### src/rtl/dm_pkg.sv
// Shared types and constants for the data-memory arbiter.
// Optional statistics counters are enabled by defining DM_ARB_STATS_EN.
package dm_pkg;

    localparam int DM_ADDR_W = 6;
    localparam int DM_DATA_W = 32;

    typedef enum logic {
        IDLE   = 1'b0,
        ACCESS = 1'b1
    } state_e;

    typedef enum logic {
        REQ_CORE = 1'b0,
        REQ_DBG  = 1'b1
    } owner_e;

    function automatic logic [15:0] sat_inc(input logic [15:0] v);
        return (v == 16'hFFFF) ? v : v + 16'd1;
    endfunction

endpackage

### src/rtl/dm_rr_arb2.sv
// Two-input round-robin picker; the requester that did not win last time
// has priority when both are requesting. Purely combinational.
import dm_pkg::*;

module dm_rr_arb2 (
    input  logic   req0,
    input  logic   req1,
    input  owner_e last,
    output logic   gnt0,
    output logic   gnt1
);

    assign gnt0 = req0 & (~req1 | (last == REQ_DBG));
    assign gnt1 = req1 & (~req0 | (last == REQ_CORE));

endmodule

### src/rtl/dm_arbiter.sv
// Round-robin arbiter/sequencer for the 64x32 data memory, 2-cycle access.
// Define DM_ARB_STATS_EN to add grant and contention counters.
import dm_pkg::*;

module dm_arbiter #(
    parameter int ADDR_W = DM_ADDR_W,
    parameter int DATA_W = DM_DATA_W
) (
    input  logic              clk_dm,
    input  logic              rst_n,
    input  logic              req0,
    input  logic              we0,
    input  logic [ADDR_W-1:0] addr0,
    input  logic [DATA_W-1:0] wdata0,
    output logic              gnt0,
    output logic              rvalid0,
    output logic [DATA_W-1:0] rdata0,
    input  logic              req1,
    input  logic              we1,
    input  logic [ADDR_W-1:0] addr1,
    input  logic [DATA_W-1:0] wdata1,
    output logic              gnt1,
    output logic              rvalid1,
    output logic [DATA_W-1:0] rdata1,
`ifdef DM_ARB_STATS_EN
    output logic [15:0]       gcnt0,
    output logic [15:0]       gcnt1,
    output logic [15:0]       ccnt,
`endif
    output logic              mem_we,
    output logic [ADDR_W-1:0] mem_addr,
    output logic [DATA_W-1:0] mem_wdata,
    input  logic [DATA_W-1:0] mem_rdata
);

    state_e            r_state;
    state_e            w_state_nxt;
    owner_e            r_last;
    owner_e            r_owner;
    owner_e            w_owner_nxt;
    logic              r_mem_we;
    logic [ADDR_W-1:0] r_mem_addr;
    logic [DATA_W-1:0] r_mem_wdata;
    logic [DATA_W-1:0] r_rdata0;
    logic [DATA_W-1:0] r_rdata1;
    logic              r_rvalid0;
    logic              r_rvalid1;
    logic              w_arb_gnt0;
    logic              w_arb_gnt1;
    logic              w_idle;
    logic              w_grant;

    dm_rr_arb2 u_rr (
        .req0 (req0),
        .req1 (req1),
        .last (r_last),
        .gnt0 (w_arb_gnt0),
        .gnt1 (w_arb_gnt1)
    );

    // Grants are only offered while the memory port is free.
    assign w_idle      = (r_state == IDLE);
    assign gnt0        = w_idle & w_arb_gnt0;
    assign gnt1        = w_idle & w_arb_gnt1;
    assign w_grant     = gnt0 | gnt1;
    assign w_owner_nxt = gnt1 ? REQ_DBG : REQ_CORE;

    always_ff @(posedge clk_dm or negedge rst_n) begin
        if (!rst_n) begin
            r_state <= IDLE;
        end else begin
            r_state <= w_state_nxt;
        end
    end

    always_comb begin
        w_state_nxt = r_state;
        unique case (r_state)
            IDLE:   if (w_grant) w_state_nxt = ACCESS;
            ACCESS: w_state_nxt = IDLE;
            default: w_state_nxt = IDLE;
        endcase
    end

    always_ff @(posedge clk_dm or negedge rst_n) begin
        if (!rst_n) begin
            r_last      <= REQ_DBG;
            r_owner     <= REQ_CORE;
            r_mem_we    <= 1'b0;
            r_mem_addr  <= '0;
            r_mem_wdata <= '0;
            r_rdata0    <= '0;
            r_rdata1    <= '0;
            r_rvalid0   <= 1'b0;
            r_rvalid1   <= 1'b0;
        end else begin
            r_rvalid0 <= 1'b0;
            r_rvalid1 <= 1'b0;
            if (w_grant) begin
                r_mem_addr  <= gnt1 ? addr1  : addr0;
                r_mem_we    <= gnt1 ? we1    : we0;
                r_mem_wdata <= gnt1 ? wdata1 : wdata0;
                r_owner     <= w_owner_nxt;
                r_last      <= w_owner_nxt;
            end
            if (r_state == ACCESS) begin
                r_mem_we <= 1'b0;
                if (r_owner == REQ_CORE) begin
                    r_rvalid0 <= 1'b1;
                    if (!r_mem_we) r_rdata0 <= mem_rdata;
                end else begin
                    r_rvalid1 <= 1'b1;
                    if (!r_mem_we) r_rdata1 <= mem_rdata;
                end
            end
        end
    end

    assign mem_we    = r_mem_we;
    assign mem_addr  = r_mem_addr;
    assign mem_wdata = r_mem_wdata;
    assign rdata0    = r_rdata0;
    assign rdata1    = r_rdata1;
    assign rvalid0   = r_rvalid0;
    assign rvalid1   = r_rvalid1;

`ifdef DM_ARB_STATS_EN
    logic [15:0] r_gcnt0;
    logic [15:0] r_gcnt1;
    logic [15:0] r_ccnt;

    always_ff @(posedge clk_dm or negedge rst_n) begin
        if (!rst_n) begin
            r_gcnt0 <= '0;
            r_gcnt1 <= '0;
            r_ccnt  <= '0;
        end else begin
            if (gnt0) r_gcnt0 <= sat_inc(r_gcnt0);
            if (gnt1) r_gcnt1 <= sat_inc(r_gcnt1);
            if (w_idle && req0 && req1) r_ccnt <= sat_inc(r_ccnt);
        end
    end

    assign gcnt0 = r_gcnt0;
    assign gcnt1 = r_gcnt1;
    assign ccnt  = r_ccnt;
`endif

endmodule

### config.mk
export PLATFORM = sky130hd
export DESIGN_NAME = dm_arbiter
export DESIGN_NICKNAME = d
export VERILOG_FILES = /design/src/rtl/dm_pkg.sv /design/src/rtl/dm_rr_arb2.sv /design/src/rtl/dm_arbiter.sv
export SDC_FILE = /design/constraint.sdc
export NUM_CORES = 1
export LEC_CHECK = 0
export ABC_AREA = 1
export ABC_CLOCK_PERIOD_IN_PS = 3350
export CORE_ASPECT_RATIO = 0.8
export CORE_MARGIN = 1.5
export CORE_UTILIZATION = 44
export CTS_CLUSTER_DIAMETER = 30
export DETAILED_ROUTE_END_ITERATION = 6
export GPL_ROUTABILITY_DRIVEN = 0
export PLACE_DENSITY = 0.93
export SYNTH_ARGS = -nofsm -noshare
export SYNTH_HDL_FRONTEND = slang
export SYNTH_HIERARCHICAL = 1
export SYNTH_SLANG_ARGS = --single-unit
### constraint.sdc
create_clock -name clk_dm -period 3.35 [get_ports clk_dm]
set_input_delay 0.67 -clock clk_dm [delete_from_list [all_inputs] [get_ports clk_dm]]
set_output_delay 0.67 -clock clk_dm [all_outputs]
set_load 0.1 [all_outputs]
# Yosys cells after proc, flatten, opt, wreduce, memory -nomap -nowiden
# Index checks and enable logic that the tools add are counted.
# W data, S select, Z words.
[word_totals]
inputBits = 114
regBits = 108
out_inout_bits = 107
wordCells = 38
[op_classes]
n_reduce_logical = 3
muxes = 12
bitwise = 13
[op_table]
columns = ["operator", "n"]
rows = [
  ["$mux W32", 1],
  ["$mux W1", 9],
  ["$mux W6", 1],
  ["$not A1 Y1", 6],
  ["$reduce_and A3 Y1", 2],
  ["$and A1 B1 Y1", 4],
  ["$or A1 B1 Y1", 3],
  ["$pmux W1 S2", 1],
  ["$reduce_bool A2 Y1", 1],
]

# Logic depth before layout (Yosys ltp)
[depth]
ltp_word = 7
depth_mapped = 9
depth_no_buf = 7

# By module
# Netlist, hierarchy kept.
[modules_own_cells]
columns = ["mod", "area_each_um2", "seq_area_each_um2", "n_inst", "cells_per_inst"]
rows = [
  ["dm_arbiter", 4566.9, 2703.8, 1, 548],
  ["dm_rr_arb2", 27.5, 0.0, 1, 4],
]

# Worst setup path after synthesis
# No wires, ideal clock.
[synth_path]
path_kind = "input-to-output"
startpoint = "input req1"
endpoint = "output gnt1"
path_slack_ns = 0.955
arrival_time_ns = 1.725
required_time_ns = 2.680
n_path_buf = 1
stages = 4
cell_sequence = "a21boi_2 -> nand2_4 -> buf_2 -> inv_1"
[synth_via]
elab_chain_len = 2
[synth_lines]
columns = ["element", "line_no", "text"]
rows = [
  ["from (decl)", "dm_arbiter.sv:18", "input logic req1,"],
  ["$and A1 B1 Y1", "dm_rr_arb2.sv:14", "assign gnt1 = req1 & (~req0 | (last == REQ_CORE));"],
  ["$and A1 B1 Y1", "dm_arbiter.sv:64", "assign gnt1 = w_idle & w_arb_gnt1;"],
  ["to (decl)", "dm_arbiter.sv:22", "output logic gnt1,"],
]
# No other way between the ends.

# Final worst setup path
[layout_path]
startpoint = "input req1"
endpoint = "output gnt1"
[layout_via]
elab_chain_len = 2
[layout_lines]
columns = ["element", "line_no", "text"]
rows = [
  ["$and A1 B1 Y1", "dm_rr_arb2.sv:14", ""],
  ["via w_arb_gnt1", "dm_arbiter.sv:49", "logic w_arb_gnt1;"],
  ["$and A1 B1 Y1", "dm_arbiter.sv:64", ""],
]
# The timed path passes the listed nets, and every way through them passes these cells.

==> results.py <==
metrics = {
    "cts": {
        "cts_resized": 0,
        "htree_levels": 3,
        "hold_buffers": 0,
        "post_cts_buffers": 0,
        "cts_buffers": 9,
        "clockBufferDepth": 2,
        "cts_tree": "yes",
        "clock_sinks": 108,
        "clkTransAtPathRegs_ns": 0.07,
        "clk_root_buffer_cell": "clkbuf_16",
        "clock_latency_ns": 0.34,
    },
    "global_route": {
        "antenna_found_initial": 0,
        "grt_max_degree": 69,
        "grt_pass1_vias": 4191,
        "grt_use_total_pct": 22.2,
        "grt.overflow.total": 0,
        "grt_pass1_wl_mm": 19.2,
    },
    "yosys": {
        "yosys.area.top_type": "dfrtp_1",
        "synth_cells": 552,
        "synth_cell_types": 18,
        "synth_area_um2": 4590,
        "synthTopCellsByArea": "dfrtp_1 58%, nand2_1 15%, o21ai_0 8.6%",
        "synth.yosys.seq_area_share_pct": 58.9,
        "syn_nets": 666,
        "synth_edf_count": 0,
        "synth-seq-cells": 108,
        "synth_warnings": 6,
        "async_flop_share_pct": 100,
        "synth_area_per_cell_um2": 8.32,
        "yosysTopAreaCellShare_pct": 58.3,
        "ys_dominant_reg_cell": "dfrtp_1",
    },
    "timing": {
        "tns_ns": 0,
        "setup_viol": 0,
        "finalHoldViolCount": 0,
        "drv_slew": 0,
        "fin_skew_ns": 0.00545,
        "worst_slew_pin_slew_ns": 1.02,
        "slew_headroom_pct": 31.6,
        "fmax_mhz": 393,
        "period_share_pct": 76.0,
        "min_period_ns": 2.54,
        "rsz0062_at_grt": "false",
    },
    "floorplan": {
        "die_y_um": 94.4,
        "rows": 33,
        "die_x_um": 117,
        "fp.coreArea_um2": 10200,
        "pin_count": 221,
        "die_area_um2": 11100,
        "floorplan.initialDensity_pct": 45.0,
    },
    "route": {
        "route.detailed.drc": 0,
        "routed_via_density": 4.80,
        "wire_per_inst_um": 13.7,
        "drt-pass1-iter-count": 4,
        "via_count": 4327,
        "postRouteWirelength_mm": 12.4,
        "final_antenna_net_count": 0,
        "drt_iter0_markers": 256,
    },
    "layout": {
        "areaGrowthSynthToFinish_pct": 50.3,
        "antenna_cells": 0,
        "seqCellArea_um2": 2700,
        "nNetsFinal": 872,
        "multiInputGateArea_um2": 1440,
        "drive_gt1_share_pct": 16.9,
        "fill_cells": 759,
    },
    "critical_path": {
        "rr_worst_depth": 6,
        "r2r_end": "mem_wdata[11]$_DFFE_PN0P_",
        "critical_path_class": "in -> out",
        "setup.worst_path.start_class": "primary input",
        "timing.rr.start": "r_last$_DFFE_PN1P_",
        "endpoint_kind": "primary output",
        "crit_start": "req1",
        "worst_ep_required_time_ns": 2.68,
        "reg2reg_slack_ns": 1.45,
        "cp_data_arrival_time_ns": 1.87,
        "cp_max_fo": 15,
        "crit_end": "gnt1",
    },
    "run_status": {
        "status": "finished, final reports clean",
    },
    "place": {
        "port-buffer-count": 220,
        "hpwlAfterDp_mm": 9.23,
    },
    "worst_hold_path": {
        "min_path_type": "in -> async",
    },
    "flow_run": {
        "cap_violations": 0,
    },
}
-- cell usage in the layout (no fill, tap or decap) --
| cell type | count |
|---|---|
| a21boi_2 | 1 |
| a21oi_2 | 1 |
| buf_12 | 3 |
| buf_4 | 99 |
| clkbuf_16 | 9 |
| clkdlybuf4s50_1 | 121 |
| clkinv_4 | 3 |
| dfrtp_1 | 107 |
| dfstp_2 | 1 |
| inv_1 | 75 |
| inv_2 | 2 |
| inv_4 | 1 |
| inv_6 | 2 |
| inv_8 | 1 |
| nand2_1 | 186 |
| nand2_2 | 4 |
| nand2_4 | 1 |
| nand3_1 | 2 |
| nor2_1 | 40 |
| nor2_4 | 1 |
| o21ai_0 | 79 |
| o21ai_1 | 23 |
-- Yosys cell counts, types with 2 or more instances --
library cell / count
inv_1: 75
buf_2: 19
buf_6: 4
nand2_1: 186
o21ai_1: 23
nand3_1: 2
dfrtp_1: 107
nor2_1: 40
inv_2: 2
o21ai_0: 79
nand2_2: 4
clkbuf_1: 5
-- through the flow --
| step | hold slack, ns | util (%) | worst slack [ns] | instance area, um2 | instances |
|---|---|---|---|---|---|
| final | 0.410 | 67.7 | 0.805 | 6910 | 902 |
| after global routing | 0.476 | 67.7 | 0.764 | 6910 | 902 |
| after CTS | 0.437 | 67.7 | 0.810 | 6910 | 902 |
| after detailed placement | 0.476 | 65.0 | 0.724 | 6630 | 887 |
| after global placement | 0.466 | 65.0 | 0.857 | 6630 | 887 |
| after floorplan | 0.374 | - | 0.955 | 4590 | 552 |
-- final cells by class --
class	count	share of cell area, %
Tap cell	140	2.54
Timing Repair Buffer	223	29.2
Clock inverter	6	0.797
Clock buffer	9	3.26
Inverter	78	4.28
Sequential cell	108	39.2
Multi-Input combinational cell	338	20.8
-- logic make-up after synthesis --
logic type	synth area share, %
DFF	58.9
buffers and inverters	9.89
and+or+nand+nor	19.7
AOI/OAI and AO/OA	11.5
-- worst min path at each step --
stage | startpoint | endpoint | cells past startpoint | slack (ns)
after detailed placement | rdata0[25]$_DFFE_PN0P_ | rdata0[25]$_DFFE_PN0P_ | 2 | 0.48
after CTS | rst_n | mem_wdata[25]$_DFFE_PN0P_ | 1 | 0.44
final | rst_n | mem_wdata[27]$_DFFE_PN0P_ | 1 | 0.41
after global placement | rdata1[1]$_DFFE_PN0P_ | rdata1[1]$_DFFE_PN0P_ | 2 | 0.47
after floorplan | rst_n | mem_addr[0]$_DFFE_PN0P_ | 0 | 0.37
after global routing | rst_n | mem_wdata[25]$_DFFE_PN0P_ | 1 | 0.48
-- critical path: stages --
cell             delay (ns)
clkdlybuf4s50_1        0.49
a21boi_2               0.24
nand2_4                0.15
inv_1                  0.14
buf_12                 0.18
-- routing by layer --
| metal | wire length (um) | vias up | GRT usage [%] |
|---|---|---|---|
| met5 | 0 | - | 0 |
| met4 | 222 | 0 | 6.33 |
| met3 | 1210 | 23 | 7.64 |
| met2 | 6020 | 202 | 38.0 |
| met1 | 4940 | 2024 | 26.7 |
| li1 | - | 2078 | - |
-- flip-flops by register name, indices dropped and copies added (netlist names) --
register and cells:
r_state 1, r_last 1, rvalid1 1, rdata1 32, mem_wdata 32, mem_we 1
rvalid0 1, mem_addr 6, rdata0 32, r_owner 1
Power is left out: the tool's default activity adds up to more than one toggle a clock period on the data nets, which glitch-free logic cannot reach.
==> RTL edit 1, RTL diff (same flow settings) <==
The package constant `DM_ADDR_W` goes from 6 to 5.
--- a/src/rtl/dm_pkg.sv
+++ b/src/rtl/dm_pkg.sv
@@ -2,7 +2,7 @@
 // Optional statistics counters are enabled by defining DM_ARB_STATS_EN.
 package dm_pkg;
 
-    localparam int DM_ADDR_W = 6;
+    localparam int DM_ADDR_W = 5;
     localparam int DM_DATA_W = 32;
 
     typedef enum logic {
Interface: changed (resized addr0, addr1 and mem_addr); port bits go from 221 to 218. The function was not compared with the original's and may differ.
==> RTL edit 1 against the unedited design <==
- non-clock buffer count fell by 3
- sequential cell count fell by 1
- area after synthesis rose by 2.1%
- critical path depth did not move
- count of clock-buffer cells in the layout did not move
- setup slack got worse by 61 ps
- sequential share of layout area fell by 0.62 points
- cell area rose by 0.67%
- first-iteration DRC count fell by 4.7%
- clock skew fell by 1.8 ps
- maximum frequency fell by 2.3%
- wire length fell by 4.1%
- critical endpoint unchanged
- largest cell class unchanged
Power is left out: the tool's default activity adds up to more than one toggle a clock period on the data nets, which glitch-free logic cannot reach.
==> RTL edit 1: results <==
worst_setup_path:
  crit_slowest_cell: "clkdlybuf4s50_1"
  max_stage_delay_ps: 510
  cp_max_fo: 23
  cpLargestDelayFamily: "buffers and inverters"
  r2r_slack_ps: 1530
  cp.arrival_ps: 1940
cells_and_area:
  diodes: 0
  final_layout_size_suffix_gt1_share_pct: 22.2
  layout.nets: 860
cts:
  cts.reportedPaths.clkPinSlew_ps: 70
  cts_buffers: 9
  cts.repair.resized: 0
  htreeDepth: 3
  postCtsSetupBuffers: 0
  clockBufferDepth: 2
  clock_latency_ps: 330
  clock-root-buffer: "clkbuf_16"
grt:
  grt_pass1_wl_mm: 19.2
  grt_use_met2_pct: 35.6
  met3_usage_pct: 5.86
  grt_start_max_net_pins: 65
  antenna_found_initial: 0
  grt_use_total_pct: 21.0
  grt_use_met1_pct: 27.1
  grt_pass1_vias: 3969
synthesis:
  ys_seq_area_share_pct: 57.1
  synth_ff_type: "dfrtp_1"
  synth_warnings: 6
  yosys-top-cells-area: "dfrtp_1 57%, nand2_1 13%, inv_1 5.9%"
  ys_async_sr_fraction_pct: 100
  synth_cell_type_count: 21
  synth_nets: 657
  synth_common_cells: "164 x nand2_1, 106 x dfrtp_1, 74 x inv_1"
drt:
  route.met2.wl_mm: 5.92
  vias: 4232
  drtPass1Iterations: 4
  routed_wl_mm: 11.9
  wl_met3_mm: 1.00
  first_iter_violations: 244
  top_layer_used: "met4"
  wl_met1_mm: 4.79
sta:
  slew_violations: 0
  finalHoldViolCount: 0
  whs_ps: 368
  tightest_slew_ps: 1050
  fin_worst_skew_ps: 3.69
placed_design:
  io_buffers: 217
  dpl.hpwl_mm: 8.84
worst_hold_path:
  hold_class: "input port to async pin"
run_status:
  status: "finished clean"
==> RTL edit 1: changes by cell type in the layout (fill, tap and decap cells not counted) <==
cell | before | now
inv_6 | 2 | 0
clkinv_8 | 0 | 1
o21ai_1 | 23 | 31
nand2_4 | 1 | 2
inv_1 | 75 | 74
nor2_1 | 40 | 39
nand2_2 | 4 | 22
o21ai_0 | 79 | 50
buf_12 | 3 | 2
clkinv_4 | 3 | 4
dfrtp_1 | 107 | 106
clkdlybuf4s50_1 | 121 | 119
o21ai_2 | 0 | 20
nand2_1 | 186 | 164
==> RTL edit 1: cell families (layout without fill, tap and decap cells) <==
logic type | count (synthesis) | count (layout) | share of synthesized area [%]
simple gates | 230 | 230 | 20.1
compound gates | 103 | 103 | 12.8
flops | 107 | 107 | 57.1
buf+inv | 105 | 312 | 9.98
==> RTL edit 1: path summary, 6_finish.rpt <==
kind / from / cells after the start / end
max in group asynchronous: rst_n / 2 / r_last
setup reg to reg: r_last / 6 / mem_wdata[26]
hold / removal: rst_n / 1 / rdata0[21]
hold reg to reg: r_last / 2 / r_last
min in group clk_dm: r_last / 2 / r_last
setup / recovery: req1 / 5 / gnt1
==> RTL edit 1: layout make-up <==
class / count / area [sq um]
fillers: 795 / 3370
clock buffers: 9 / 225
clock inverters: 6 / 62.6
repair buffers: 220 / 1970
inverters: 77 / 292
well taps: 140 / 175
flip-flops and latches: 107 / 2680
multi-input cells: 333 / 1540
==> RTL edit 1: metrics by stage <==
step	util [%]	std cells	cell area, sq um	setup slack (ps)
6_report	67.3	892	6950	745
5_1_grt	67.3	892	6950	688
4_1_cts	67.3	892	6950	737
3_5_place_dp	64.6	877	6660	737
3_3_place_gp	64.6	877	6660	788
2_1_floorplan	-	545	4690	824
==> RTL edit 2, RTL diff (same flow settings) <==
Without the edit above. The option `DM_ARB_STATS_EN` is turned on by a define.
--- a/src/rtl/dm_arbiter.sv
+++ b/src/rtl/dm_arbiter.sv
@@ -1,5 +1,7 @@
 // Round-robin arbiter/sequencer for the 64x32 data memory, 2-cycle access.
 // Define DM_ARB_STATS_EN to add grant and contention counters.
+`define DM_ARB_STATS_EN
+
 import dm_pkg::*;
 
 module dm_arbiter #(
Formal check against the unedited RTL (old outputs only; new: ccnt, gcnt0 and gcnt1): equivalent (equiv_simple and equiv_induct, registers matched by name and starting in step).
==> RTL edit 2 against the unedited design <==
- cell area rose by 51%
- area after synthesis rose by 59%
- cell count rose by 54%
- setup slack improved by 8.8 ps
- highest routed layer unchanged
- register-to-register slack got worse by 180 ps
- sequential cell count rose by 48
- wire length rose by 72%
- sequential share of layout area fell by 1.6 points
Power is left out: the tool's default activity adds up to more than one toggle a clock period on the data nets, which glitch-free logic cannot reach.
==> RTL edit 2: results <==
run_status:
  status: "finished clean"
synthesis:
  synth_nets: 1017
  synth_common_cells: "257 x nand2_1, 155 x dfrtp_1, 121 x o21ai_0"
  synth_cell_type_count: 31
  ys_seq_area_share_pct: 53.4
  netlist_instances: 900
  synth_ff_type: "dfrtp_1"
  synth_warnings: 6
  yosys-top-cells-area: "dfrtp_1 53%, nand2_1 13%, o21ai_0 8.3%"
  ys_async_sr_fraction_pct: 100
cts:
  cts.reportedPaths.clkPinSlew_ps: 70
  cts_buffers: 17
  postCtsSetupBuffers: 0
  clock_latency_ps: 420
  clockBufferDepth: 2
  clock-root-buffer: "clkbuf_16"
  htreeDepth: 4
  cts.repair.resized: 0
worst_setup_path:
  r2r_slack_ps: 1270
  r2r_start: "r_last"
  ff2ff_path_depth: 7
  cp.arrival_ps: 1870
  cp_max_fo: 5
  r2r_end: "mem_wdata[30]"
cells_and_area:
  layout.nets: 1280
  diodes: 0
  instances_no_fill: 1391
  final_layout_size_suffix_gt1_share_pct: 20.1
  fill_cells: 1317
placed_design:
  dpl.hpwl_mm: 15.6
  place_ws_ps: 513
  post_dp_cell_area_sq_um: 9830
  io_buffers: 268
grt:
  antenna_found_initial: 0
  grt_start_max_net_pins: 76
  grt_pass1_wl_mm: 34.4
  grt_pass1_vias: 6813
  grt_use_total_pct: 24.9
drt:
  drtPass1Iterations: 5
  first_iter_violations: 377
  routed_wl_mm: 21.3
  vias: 7094
worst_hold_path:
  hold_class: "input port to async pin"
sta:
  slew_headroom_pct: 41.4
  fin_worst_skew_ps: 13.8
==> RTL edit 2: cell types whose count changed in the layout (fill, tap and decap cells not counted), sizes merged, moves of 5 or more <==
cell | before | now
nand4 | 0 | 14
dfrtp | 107 | 155
nand3 | 2 | 61
xnor2 | 0 | 8
nor2 | 41 | 95
nand2 | 191 | 270
xor2 | 0 | 8
clkdlybuf4s50 | 121 | 112
clkbuf | 9 | 17
nand3b | 0 | 5
inv | 81 | 89
buf | 102 | 167
o21ai | 102 | 157
==> RTL edit 2: cells by family after synthesis <==
family                     Yosys count  synth area share [%]
xor gates and xnor gates            16                  1.91
adders and majority gates            3                 0.513
and+or+nand+nor                    448                  26.5
AOI/OAI and AO/OA                  160                  11.2
DFF                                156                  53.4
buffers and inverters              117                  6.57
==> RTL edit 2: final cells by class <==
class	count	area (sq um)	area share (%)
tap	215	269	2.58
clock buffer	17	425	4.09
timing repair buffer	279	2420	23.2
multi-input combinational	627	2930	28.2
inverter	82	309	2.97
clock inverter	15	154	1.48
sequential	156	3910	37.5
==> RTL edit 2: critical path, stage by stage <==
cell,delay [ps]
clkdlybuf4s50_1,570
a21boi_2,210
nand2_2,120
inv_2,100
buf_12,170
==> RTL edit 2: metal layers <==
metal	vias up	wire length [microns]	part of all wire (%)	track usage [%]
met3	36	1310	6.1	6.02
met1	3371	8800	41	31.4
li1	3422	-	-	-
met5	-	0	0	0
met4	0	533	2.5	9.50
met2	265	10700	50	41.4
==> RTL edit 2: worst max path at each step <==
| stage | slack [ps] | depth (start not counted) | startpoint | to |
|---|---|---|---|---|
| 2_1_floorplan | 920 | 5 | req0 | gnt0 |
| 3_3_place_gp | 620 | 8 | req0 | mem_wdata[30] |
| 3_5_place_dp | 510 | 8 | req0 | mem_wdata[30] |
| 4_1_cts | 800 | 5 | req1 | gnt1 |
| 5_1_grt | 750 | 5 | req1 | gnt1 |
| 6_report | 810 | 5 | req1 | gnt1 |
==> RTL edit 2: through the flow <==
step	utilization (%)	hold WS, ps
floorplan	-	374
global placement	61.4	467
detailed placement	61.4	470
CTS	65.0	244
global route	65.0	260
finish	65.0	224
